<file path="config.mk">
export PLATFORM = sky130hd
export DESIGN_NAME = pipe_stall_ctrl_flat
export DESIGN_NICKNAME = d
export VERILOG_FILES = /design/src/rtl/pipe_ctrl_pkg.sv /design/src/rtl/pipe_stall_ctrl_if.sv /design/src/rtl/pipe_stall_ctrl_div_seq.sv /design/src/rtl/pipe_stall_ctrl.sv /design/src/flat_wrapper.sv
export SDC_FILE = /design/constraint.sdc
export NUM_CORES = 1
export LEC_CHECK = 0
export BUFFER_PORTS_ARGS = -buffer_cell sky130_fd_sc_hd__buf_2
export CAP_MARGIN = 40
export CORE_AREA = 2 2 39 41
export CTS_BUF_LIST = sky130_fd_sc_hd__clkbuf_8
export CTS_CLUSTER_SIZE = 12
export DETAILED_ROUTE_END_ITERATION = 8
export DIE_AREA = 0 0 41 43
export GPL_TIMING_DRIVEN = 1
export PLACE_DENSITY = 0.73
export SLEW_MARGIN = 20
export SYNTH_ARGS = -nofsm -noshare
export SYNTH_HDL_FRONTEND = slang
export SYNTH_HIERARCHICAL = 1
export SYNTH_SLANG_ARGS = --single-unit
</file>
<file path="constraint.sdc">
create_clock -name clk -period 4.9 [get_ports clk]
set_input_delay 0.98 -clock clk [delete_from_list [all_inputs] [get_ports clk]]
set_output_delay 0.98 -clock clk [all_outputs]
set_load 0.05 [all_outputs]
</file>
<file path="src/rtl/pipe_ctrl_pkg.sv">
// Shared types and constants for the pipeline stall/flush sequencer.
package pipe_ctrl_pkg;

    // Divider handshake sequencer states
    typedef enum logic [1:0] {
        DIV_IDLE = 2'd0,
        DIV_WAIT = 2'd1,
        DIV_DONE = 2'd2
    } div_state_e;

    // Stall level, ordered so a larger value means a deeper stall source
    localparam logic [2:0] LVL_NONE = 3'd0;
    localparam logic [2:0] LVL_IF   = 3'd1;
    localparam logic [2:0] LVL_ID   = 3'd2;
    localparam logic [2:0] LVL_EX   = 3'd3;
    localparam logic [2:0] LVL_MEM  = 3'd4;
    localparam logic [2:0] LVL_EXC  = 3'd5;

endpackage

</file>
<file path="src/rtl/pipe_stall_ctrl_if.sv">
// Request/control bundle between the hazard sources and the pipeline flops.
interface pipe_stall_ctrl_if;
    logic if_stall_req;
    logic id_load_use;
    logic ex_div_req;
    logic mem_stall_req;
    logic exc_flush;

    logic pc_en, if_id_en, id_ex_en, ex_mem_en, mem_wb_en;
    logic if_id_clr, id_ex_clr, ex_mem_clr, mem_wb_clr;
    logic div_start, div_cancel, div_done, div_busy;

    modport master (
        output if_stall_req, id_load_use, ex_div_req, mem_stall_req, exc_flush,
        input  pc_en, if_id_en, id_ex_en, ex_mem_en, mem_wb_en,
        input  if_id_clr, id_ex_clr, ex_mem_clr, mem_wb_clr,
        input  div_start, div_cancel, div_done, div_busy
    );

    modport slave (
        input  if_stall_req, id_load_use, ex_div_req, mem_stall_req, exc_flush,
        output pc_en, if_id_en, id_ex_en, ex_mem_en, mem_wb_en,
        output if_id_clr, id_ex_clr, ex_mem_clr, mem_wb_clr,
        output div_start, div_cancel, div_done, div_busy
    );
endinterface

</file>
<file path="src/rtl/pipe_stall_ctrl_div_seq.sv">
// Divider start/wait/done sequencer: holds EX for 1+DIV_LAT cycles per divide.
module div_seq
    import pipe_ctrl_pkg::*;
#(
    parameter int DIV_LAT = 32,
    parameter int CNT_W   = $clog2(DIV_LAT + 1)
) (
    input  logic clk,
    input  logic rst,
    input  logic ex_div_req_i,
    input  logic mem_stall_req_i,
    input  logic exc_flush_i,
    output logic div_start_o,
    output logic div_busy_o,
    output logic div_done_o,
    output logic div_cancel_o
);

    div_state_e       state_q, state_d;
    logic [CNT_W-1:0] cnt_q, cnt_d;

    // Next state, countdown and handshake outputs; a flush overrides everything
    always_comb begin
        state_d      = state_q;
        cnt_d        = cnt_q;
        div_start_o  = 1'b0;
        div_busy_o   = 1'b0;
        div_done_o   = 1'b0;
        div_cancel_o = 1'b0;
        case (state_q)
            DIV_IDLE: begin
                // A MEM stall defers the start; the request is still there afterwards
                if (ex_div_req_i && !mem_stall_req_i && !exc_flush_i) begin
                    div_start_o = 1'b1;
                    div_busy_o  = 1'b1;
                    cnt_d       = CNT_W'(DIV_LAT - 1);
                    state_d     = DIV_WAIT;
                end
            end
            DIV_WAIT: begin
                // Countdown keeps running under a MEM stall: the divider is independent
                div_busy_o = 1'b1;
                if (cnt_q == '0) state_d = DIV_DONE;
                else             cnt_d   = cnt_q - CNT_W'(1);
            end
            DIV_DONE: begin
                // Result held until EX can actually advance; no retrigger here
                div_done_o = 1'b1;
                if (!mem_stall_req_i) state_d = DIV_IDLE;
            end
            default: state_d = DIV_IDLE;
        endcase
        if (exc_flush_i) begin
            div_busy_o   = 1'b0;
            div_done_o   = 1'b0;
            div_cancel_o = (state_q != DIV_IDLE);
            state_d      = DIV_IDLE;
            cnt_d        = '0;
        end
        // Reset silences the handshake; the divider resets itself
        if (rst) begin
            div_start_o  = 1'b0;
            div_busy_o   = 1'b0;
            div_done_o   = 1'b0;
            div_cancel_o = 1'b0;
        end
    end

    // State and counter registers
    always_ff @(posedge clk) begin
        if (rst) begin
            state_q <= DIV_IDLE;
            cnt_q   <= '0;
        end else begin
            state_q <= state_d;
            cnt_q   <= cnt_d;
        end
    end

endmodule

</file>
<file path="src/rtl/pipe_stall_ctrl.sv">
// Pipeline stall/flush sequencer: priority encode the stall sources and
// decode per-register load enables and bubble clears.
module pipe_stall_ctrl
    import pipe_ctrl_pkg::*;
#(
    parameter int DIV_LAT = 32,
    parameter int CNT_W   = $clog2(DIV_LAT + 1)
) (
    input  logic            clk,
    input  logic            rst,
    pipe_stall_ctrl_if.slave bus
);

    logic       div_busy;
    logic [2:0] lvl;
    logic [4:0] en;   // {pc, if_id, id_ex, ex_mem, mem_wb}
    logic [3:0] clr;  // {if_id, id_ex, ex_mem, mem_wb}

    div_seq #(.DIV_LAT(DIV_LAT), .CNT_W(CNT_W)) u_div (
        .clk             (clk),
        .rst             (rst),
        .ex_div_req_i    (bus.ex_div_req),
        .mem_stall_req_i (bus.mem_stall_req),
        .exc_flush_i     (bus.exc_flush),
        .div_start_o     (bus.div_start),
        .div_busy_o      (div_busy),
        .div_done_o      (bus.div_done),
        .div_cancel_o    (bus.div_cancel)
    );

    assign bus.div_busy = div_busy;

    // Deepest asserted source wins
    always_comb begin
        lvl = LVL_NONE;
        if      (bus.exc_flush)     lvl = LVL_EXC;
        else if (bus.mem_stall_req) lvl = LVL_MEM;
        else if (div_busy)          lvl = LVL_EX;
        else if (bus.id_load_use)   lvl = LVL_ID;
        else if (bus.if_stall_req)  lvl = LVL_IF;
    end

    // Stages upstream of the stall hold, the stalled stage's output register
    // takes a bubble, everything downstream advances
    always_comb begin
        en  = 5'b11111;
        clr = 4'b0000;
        case (lvl)
            LVL_EXC: clr = 4'b1111;
            LVL_MEM: begin en = 5'b00001; clr = 4'b0001; end
            LVL_EX:  begin en = 5'b00011; clr = 4'b0010; end
            LVL_ID:  begin en = 5'b00111; clr = 4'b0100; end
            LVL_IF:  begin en = 5'b01111; clr = 4'b1000; end
            default: ;
        endcase
        if (rst) begin
            en  = '0;
            clr = '0;
        end
    end

    assign {bus.pc_en, bus.if_id_en, bus.id_ex_en, bus.ex_mem_en, bus.mem_wb_en} = en;
    assign {bus.if_id_clr, bus.id_ex_clr, bus.ex_mem_clr, bus.mem_wb_clr}        = clr;

endmodule
</file>
<file path="src/flat_wrapper.sv">
// flat-port wrapper written by rule: the top's interface ports become plain ports
module pipe_stall_ctrl_flat import pipe_ctrl_pkg::*;
#(
    parameter int DIV_LAT = 32,
    parameter int CNT_W   = $clog2(DIV_LAT + 1)
)
  (clk, rst, bus_if_stall_req, bus_id_load_use, bus_ex_div_req, bus_mem_stall_req, bus_exc_flush, bus_pc_en, bus_if_id_en, bus_id_ex_en, bus_ex_mem_en, bus_mem_wb_en, bus_if_id_clr, bus_id_ex_clr, bus_ex_mem_clr, bus_mem_wb_clr, bus_div_start, bus_div_cancel, bus_div_done, bus_div_busy);
  pipe_stall_ctrl_if bus_i ();
  input  logic clk;
  input  logic rst;
  input wire logic [$bits(bus_i.if_stall_req)-1:0] bus_if_stall_req;
  input wire logic [$bits(bus_i.id_load_use)-1:0] bus_id_load_use;
  input wire logic [$bits(bus_i.ex_div_req)-1:0] bus_ex_div_req;
  input wire logic [$bits(bus_i.mem_stall_req)-1:0] bus_mem_stall_req;
  input wire logic [$bits(bus_i.exc_flush)-1:0] bus_exc_flush;
  output wire logic [$bits(bus_i.pc_en)-1:0] bus_pc_en;
  output wire logic [$bits(bus_i.if_id_en)-1:0] bus_if_id_en;
  output wire logic [$bits(bus_i.id_ex_en)-1:0] bus_id_ex_en;
  output wire logic [$bits(bus_i.ex_mem_en)-1:0] bus_ex_mem_en;
  output wire logic [$bits(bus_i.mem_wb_en)-1:0] bus_mem_wb_en;
  output wire logic [$bits(bus_i.if_id_clr)-1:0] bus_if_id_clr;
  output wire logic [$bits(bus_i.id_ex_clr)-1:0] bus_id_ex_clr;
  output wire logic [$bits(bus_i.ex_mem_clr)-1:0] bus_ex_mem_clr;
  output wire logic [$bits(bus_i.mem_wb_clr)-1:0] bus_mem_wb_clr;
  output wire logic [$bits(bus_i.div_start)-1:0] bus_div_start;
  output wire logic [$bits(bus_i.div_cancel)-1:0] bus_div_cancel;
  output wire logic [$bits(bus_i.div_done)-1:0] bus_div_done;
  output wire logic [$bits(bus_i.div_busy)-1:0] bus_div_busy;
  assign bus_i.if_stall_req = bus_if_stall_req;
  assign bus_i.id_load_use = bus_id_load_use;
  assign bus_i.ex_div_req = bus_ex_div_req;
  assign bus_i.mem_stall_req = bus_mem_stall_req;
  assign bus_i.exc_flush = bus_exc_flush;
  assign bus_pc_en = bus_i.pc_en;
  assign bus_if_id_en = bus_i.if_id_en;
  assign bus_id_ex_en = bus_i.id_ex_en;
  assign bus_ex_mem_en = bus_i.ex_mem_en;
  assign bus_mem_wb_en = bus_i.mem_wb_en;
  assign bus_if_id_clr = bus_i.if_id_clr;
  assign bus_id_ex_clr = bus_i.id_ex_clr;
  assign bus_ex_mem_clr = bus_i.ex_mem_clr;
  assign bus_mem_wb_clr = bus_i.mem_wb_clr;
  assign bus_div_start = bus_i.div_start;
  assign bus_div_cancel = bus_i.div_cancel;
  assign bus_div_done = bus_i.div_done;
  assign bus_div_busy = bus_i.div_busy;
  pipe_stall_ctrl #(.DIV_LAT(DIV_LAT), .CNT_W(CNT_W)) u_core (.clk(clk), .rst(rst), .bus(bus_i));
endmodule
</file>
==> results.toml, run 1 <==
[hold_path]
hold_class = "flip-flop to flip-flop"

[finish]
num-fill-cells = 142
areaGrowthSynthToFinish_pct = 24.4
antenna_cells = 0
drive_gt1_share_pct = 31.9
nets = 102

[sta]
fin_skew_ns = 0.00412
holdWs_ns = 0.512
max_slew.worst_pin.slew_ns = 0.450
slew_viol_final = 0
finalCritPeriodShare_pct = 73.5
relSlewSlack_pct = 69.7
hold_violations = 0
max_freq_mhz = 278
grt_setup_unrepaired = "no"
min_period_ns = 3.60
fin_setup_tns_ns = 0
setup_ws_ns = 1.30
setup_viol_count_final = 0

[clocking]
cts_hold_buffers = 0
cts_made_buffers = 3
cts-root-buf = "clkbuf_8"
htreeDepth = 1
clock_latency_ns = 0.23
clock-sinks = 8
cts_max_path_buffers = 2
cts_setup_buffers = 0
cts_tree = "built"
ctsResizeCount = 0
clk_pin_slew_ns = 0.04

[global_route]
grt_pass1_vias = 530
grt_usage_pct = 18.6
grt-ovfl-total = 0
antenna_found_initial = 0
grt_max_degree = 14
grt_pass1_wl_um = 2210

[yosys]
avgSynthCellArea_um2 = 7.94
synth_nets = 82
synthArstFlopShare_pct = 0
synthFlopType = "dfxtp_1"
synth.cell_area_um2 = 579
yosys.cell_types.count = 32
ys_seq_elements = 8
yosys_warnings = 6
netlist_instances = 73
ys_seq_area_share_pct = 27.6
synth_edf_count = 0

[power]
power.share.sequential_pct = 34.8
comb_power_share_pct = 26.0
swShare_pct = 31.6
switching_power_uw = 62.7
ir_drop_uv = 112
power.density_nw_per_um2 = 275
p_int_uw = 136
p_leak_nw = 0.286
p_clk_share_pct = 39.2

[placed_design]
port_buffers = 19
place_ws_ns = 1.34
gp_congestion = 0.694
dpl.hpwl_um = 953

[setup_path]
crit_fanout = 13
cp-start-kind = "primary input"
path_class = "primary input to output port"
cp.arrival_ns = 2.62
cp-end-kind = "output port"
crit_required_ns = 3.92

[route]
ant_nets = 0
drcViolationCount = 0
routed_via_density = 5.47
drtIter0Drc = 7
drt_wl_total_um = 1310
drt-pass1-iter-count = 4
via_count = 585
wl_per_cell_um = 12.2

[die]
core_um2 = 1380
die_h_um = 43
row_count = 14
die_w_um = 41
io_pins = 20
initial_utilization_pct = 41.9
dieArea_um2 = 1760

[run]
cap_viol_max_count = 0

[status]
status = "completed"
cell usage in the layout (no fill, tap or decap), types with 2 or more instances in the layout:
| cell | n |
|---|---|
| nand3b_1 | 4 |
| or2_2 | 2 |
| dfxtp_1 | 8 |
| a221oi_1 | 2 |
| nor3_1 | 2 |
| nor3b_1 | 4 |
| a21oi_1 | 12 |
| nor2_1 | 6 |
| ha_1 | 2 |
| xnor2_1 | 2 |
| clkbuf_8 | 3 |
| nor2b_1 | 2 |
| inv_1 | 4 |
| buf_2 | 19 |
metal layers:
layer	wire (um)	global-route usage, %	part of all wire, %	vias up
li1	-	-	-	302
met5	0	0	0	-
met2	609	26.3	47	22
met1	595	23.7	46	257
met4	23	12.0	1.8	0
met3	78	5.24	6.0	4
cell type report:
class | instances | area, um^2 | share of cell area (%)
Clock buffer | 3 | 41.3 | 5.73
Sequential cell | 8 | 160 | 22.2
Inverter | 4 | 15.0 | 2.08
Tap cell | 16 | 20.0 | 2.78
Multi-Input combinational cell | 57 | 389 | 54.0
Timing Repair Buffer | 19 | 95.1 | 13.2
state kept, by name, indices dropped and copies added, names as in the netlist:
register and count:
u_core/u_div/cnt_q 6, u_core/u_div/state_q 2
path summary, 6_finish.rpt:
check / to / slack, ns / cells after the start / start
worst max-delay path: bus_ex_mem_clr / 1.30 / 6 / rst
worst min-delay path: u_core/u_div/cnt_q[4]$_SDFFE_PP0P_ / 0.51 / 2 / u_core/u_div/cnt_q[4]$_SDFFE_PP0P_
worst max register to register: u_core/u_div/cnt_q[0]$_SDFFE_PP0P_ / 3.24 / 6 / u_core/u_div/cnt_q[0]$_SDFFE_PP0P_
worst min register to register: u_core/u_div/cnt_q[4]$_SDFFE_PP0P_ / 0.51 / 2 / u_core/u_div/cnt_q[4]$_SDFFE_PP0P_
cell usage after synthesis (2+ instances only):
cell type | instances | area (um^2)
a21oi_1 | 12 | 60.1
a221oi_1 | 2 | 17.5
clkbuf_1 | 4 | 15.0
dfxtp_1 | 8 | 160
ha_1 | 2 | 25.0
inv_1 | 4 | 15.0
nand3b_1 | 4 | 30.0
nor2_1 | 6 | 22.5
nor2b_1 | 2 | 12.5
nor3_1 | 2 | 10.0
nor3b_1 | 4 | 30.0
or2_2 | 2 | 12.5
xnor2_1 | 2 | 17.5
power by group through the flow:
stage / Combinational [mW] / Sequential, mW / Clock, mW
final: 0.0516 / 0.0691 / 0.0778
after global routing: 0.0556 / 0.0693 / 0.0852
after CTS: 0.0517 / 0.0691 / 0.0798
after detailed placement: 0.0511 / 0.0702 / 0
after global placement: 0.0510 / 0.0702 / 0
after floorplan: 0.0402 / 0.0693 / 0
worst max-delay path: stages:
cell and delay [ns]:
buf_2 0.17, or2_2 0.38, nor3_1 0.42, or2b_1 0.27
a21oi_1 0.13, buf_2 0.27
cells by family (layout without fill, tap and decap cells):
| logic type | after synthesis | count (layout) | synth area share (%) |
|---|---|---|---|
| DFF | 8 | 8 | 27.6 |
| adders and majority gates | 2 | 2 | 4.32 |
| AOI/OAI and AO/OA | 22 | 22 | 24.2 |
| xor gates and xnor gates | 2 | 2 | 3.02 |
| buffers and inverters | 8 | 26 | 5.18 |
| and+or+nand+nor | 29 | 29 | 32.0 |
| muxes | 2 | 2 | 3.67 |
through the flow:
step,area [um^2],cells,total power [mW],util [%]
3_5_place_dp,679,104,0.121,49.1
5_1_grt,721,107,0.210,52.1
2_1_floorplan,579,73,0.109,-
6_report,721,107,0.199,52.1
4_1_cts,721,107,0.201,52.1
3_3_place_gp,679,104,0.121,49.1
Power figures use the tool's default switching activity.
==> run 2: changes to the inputs <==
Settings changed: PLACE_DENSITY 0.73 to 0.76.
Clock period 4.9 ns to 3.3 ns, I/O delays scaled along.
==> results.toml, run 2 (synthesized netlist as in run 1, its figures left out) <==
[finish]
top_register = "u_core/u_div/cnt_q"
num-fill-cells = 130
areaGrowthSynthToFinish_pct = 27.0
layout_common_cells = "buf_2 (19), a21oi_1 (11), dfxtp_1 (8)"
reg_top3 = "u_core/u_div/cnt_q x6, u_core/u_div/state_q x2"
final_util_pct = 53.2
fin_area_um2 = 736
antenna_cells = 0
drive_gt1_share_pct = 34.1
fin_cells = 107
layout_commonest_cell = "buf_2"
largest_register_ffs = 6
nets = 102

[sta]
min_period_ns = 2.83
max_slew.worst_pin.slew_ns = 0.406
finalCritPeriodShare_pct = 85.7
fin_skew_ns = 0.00621
slew_viol_final = 0
max_freq_mhz = 354
holdWs_ns = 0.511
fin_setup_tns_ns = 0
grt_setup_unrepaired = "no"
relSlewSlack_pct = 72.8
setup_viol_count_final = 0
hold_violations = 0
setup_ws_ns = 0.472

[setup_path]
crit_fanout = 13
path_cells = "buf_2, or2_2, nor3_4, or4_1, a21oi_1, buf_2"
crit_required_ns = 2.64
cp.arrival_ns = 2.17
path_class = "primary input to output port"
crit_slowest_cell = "or4_1"
critical-path-max-stage-delay_ns = 0.53
cp-end-kind = "output port"
critPathMostFrequentCell = "buf_2"
cp-start-kind = "primary input"

[global_route]
met2_usage_pct = 26.9
grt_max_degree = 14
grt_pass1_vias = 555
met3_usage_pct = 6.28
use_met1_pct = 25.7
grt_usage_pct = 19.4
busiest_layer = "met2"
antenna_found_initial = 0
grt-ovfl-total = 0
grt_pass1_wl_um = 2300

[route]
drt-pass1-iter-count = 4
ant_nets = 0
wl_per_cell_um = 12.4
routed_via_density = 5.59
via_count = 598
drt_wl_total_um = 1320
drtIter0Drc = 17
drcViolationCount = 0

[clocking]
cts_tree = "built"
ctsResizeCount = 0
cts_hold_buffers = 0
clock-sinks = 8
clk_pin_slew_ns = 0.04
cts_setup_buffers = 0
htreeDepth = 1
cts_made_buffers = 3
clock_latency_ns = 0.23
cts_max_path_buffers = 2
cts-root-buf = "clkbuf_8"

[placed_design]
dpl.hpwl_um = 974
dp.cells = 104
postPlaceCellArea_um2 = 694
port_buffers = 19
place_ws_ns = 0.483
gp_congestion = 0.736

[die]
core_um2 = 1380
initial_utilization_pct = 41.9
row_count = 14
die_h_um = 43
io_pins = 20
die_w_um = 41
dieArea_um2 = 1760

[power]
ir_drop_uv = 214
power.density_nw_per_um2 = 409
p_leak_nw = 0.286
p_total_uw = 301

[status]
status = "completed"

[run]
cap_viol_max_count = 0

[hold_path]
hold_class = "flip-flop to flip-flop"
[run 2: cell counts in the layout (fill, tap and decap cells not counted)]
No cell type changed its count.
[run 2: final timing paths]
check	end	slack (ns)	cells after the start	start
setup reg to reg	u_core/u_div/cnt_q[0]$_SDFFE_PP0P_	1.61	6	u_core/u_div/cnt_q[0]$_SDFFE_PP0P_
hold reg to reg	u_core/u_div/cnt_q[4]$_SDFFE_PP0P_	0.51	2	u_core/u_div/cnt_q[4]$_SDFFE_PP0P_
setup / recovery	bus_pc_en	0.47	6	rst
hold / removal	u_core/u_div/cnt_q[4]$_SDFFE_PP0P_	0.51	2	u_core/u_div/cnt_q[4]$_SDFFE_PP0P_
[run 2: worst max-delay path: cells and delay by family]
| family | cells | cell delay (ns) |
|---|---|---|
| and+or+nand+nor | 3 | 0.88 |
| AOI/OAI and AO/OA | 1 | 0.15 |
| buffers and inverters | 2 | 0.48 |
[run 2: cell type report]
class                      count  area [um^2]  area share (%)
clock buffer                   3         41.3            5.61
inverter                       4         15.0            2.04
multi-input combinational     57          404            54.9
timing repair buffer          19         95.1            12.9
tap                           16         20.0            2.72
sequential                     8          160            21.8
[run 2: layer usage]
metal / up-vias / routed length, um
met4: 0 / 23
met3: 3 / 74
met2: 22 / 600
met1: 267 / 626
li1: 306 / -
met5: - / 0
[run 2: power by group]
| group | switching [mW] | leakage (nW) | total, mW | internal [mW] |
|---|---|---|---|---|
| clock | 0.0410 | 0.0216 | 0.120 | 0.0792 |
| sequential | 0.00312 | 0.0648 | 0.103 | 0.0996 |
| combinational | 0.0542 | 0.200 | 0.0778 | 0.0236 |
| total | 0.0983 | 0.286 | 0.301 | 0.202 |
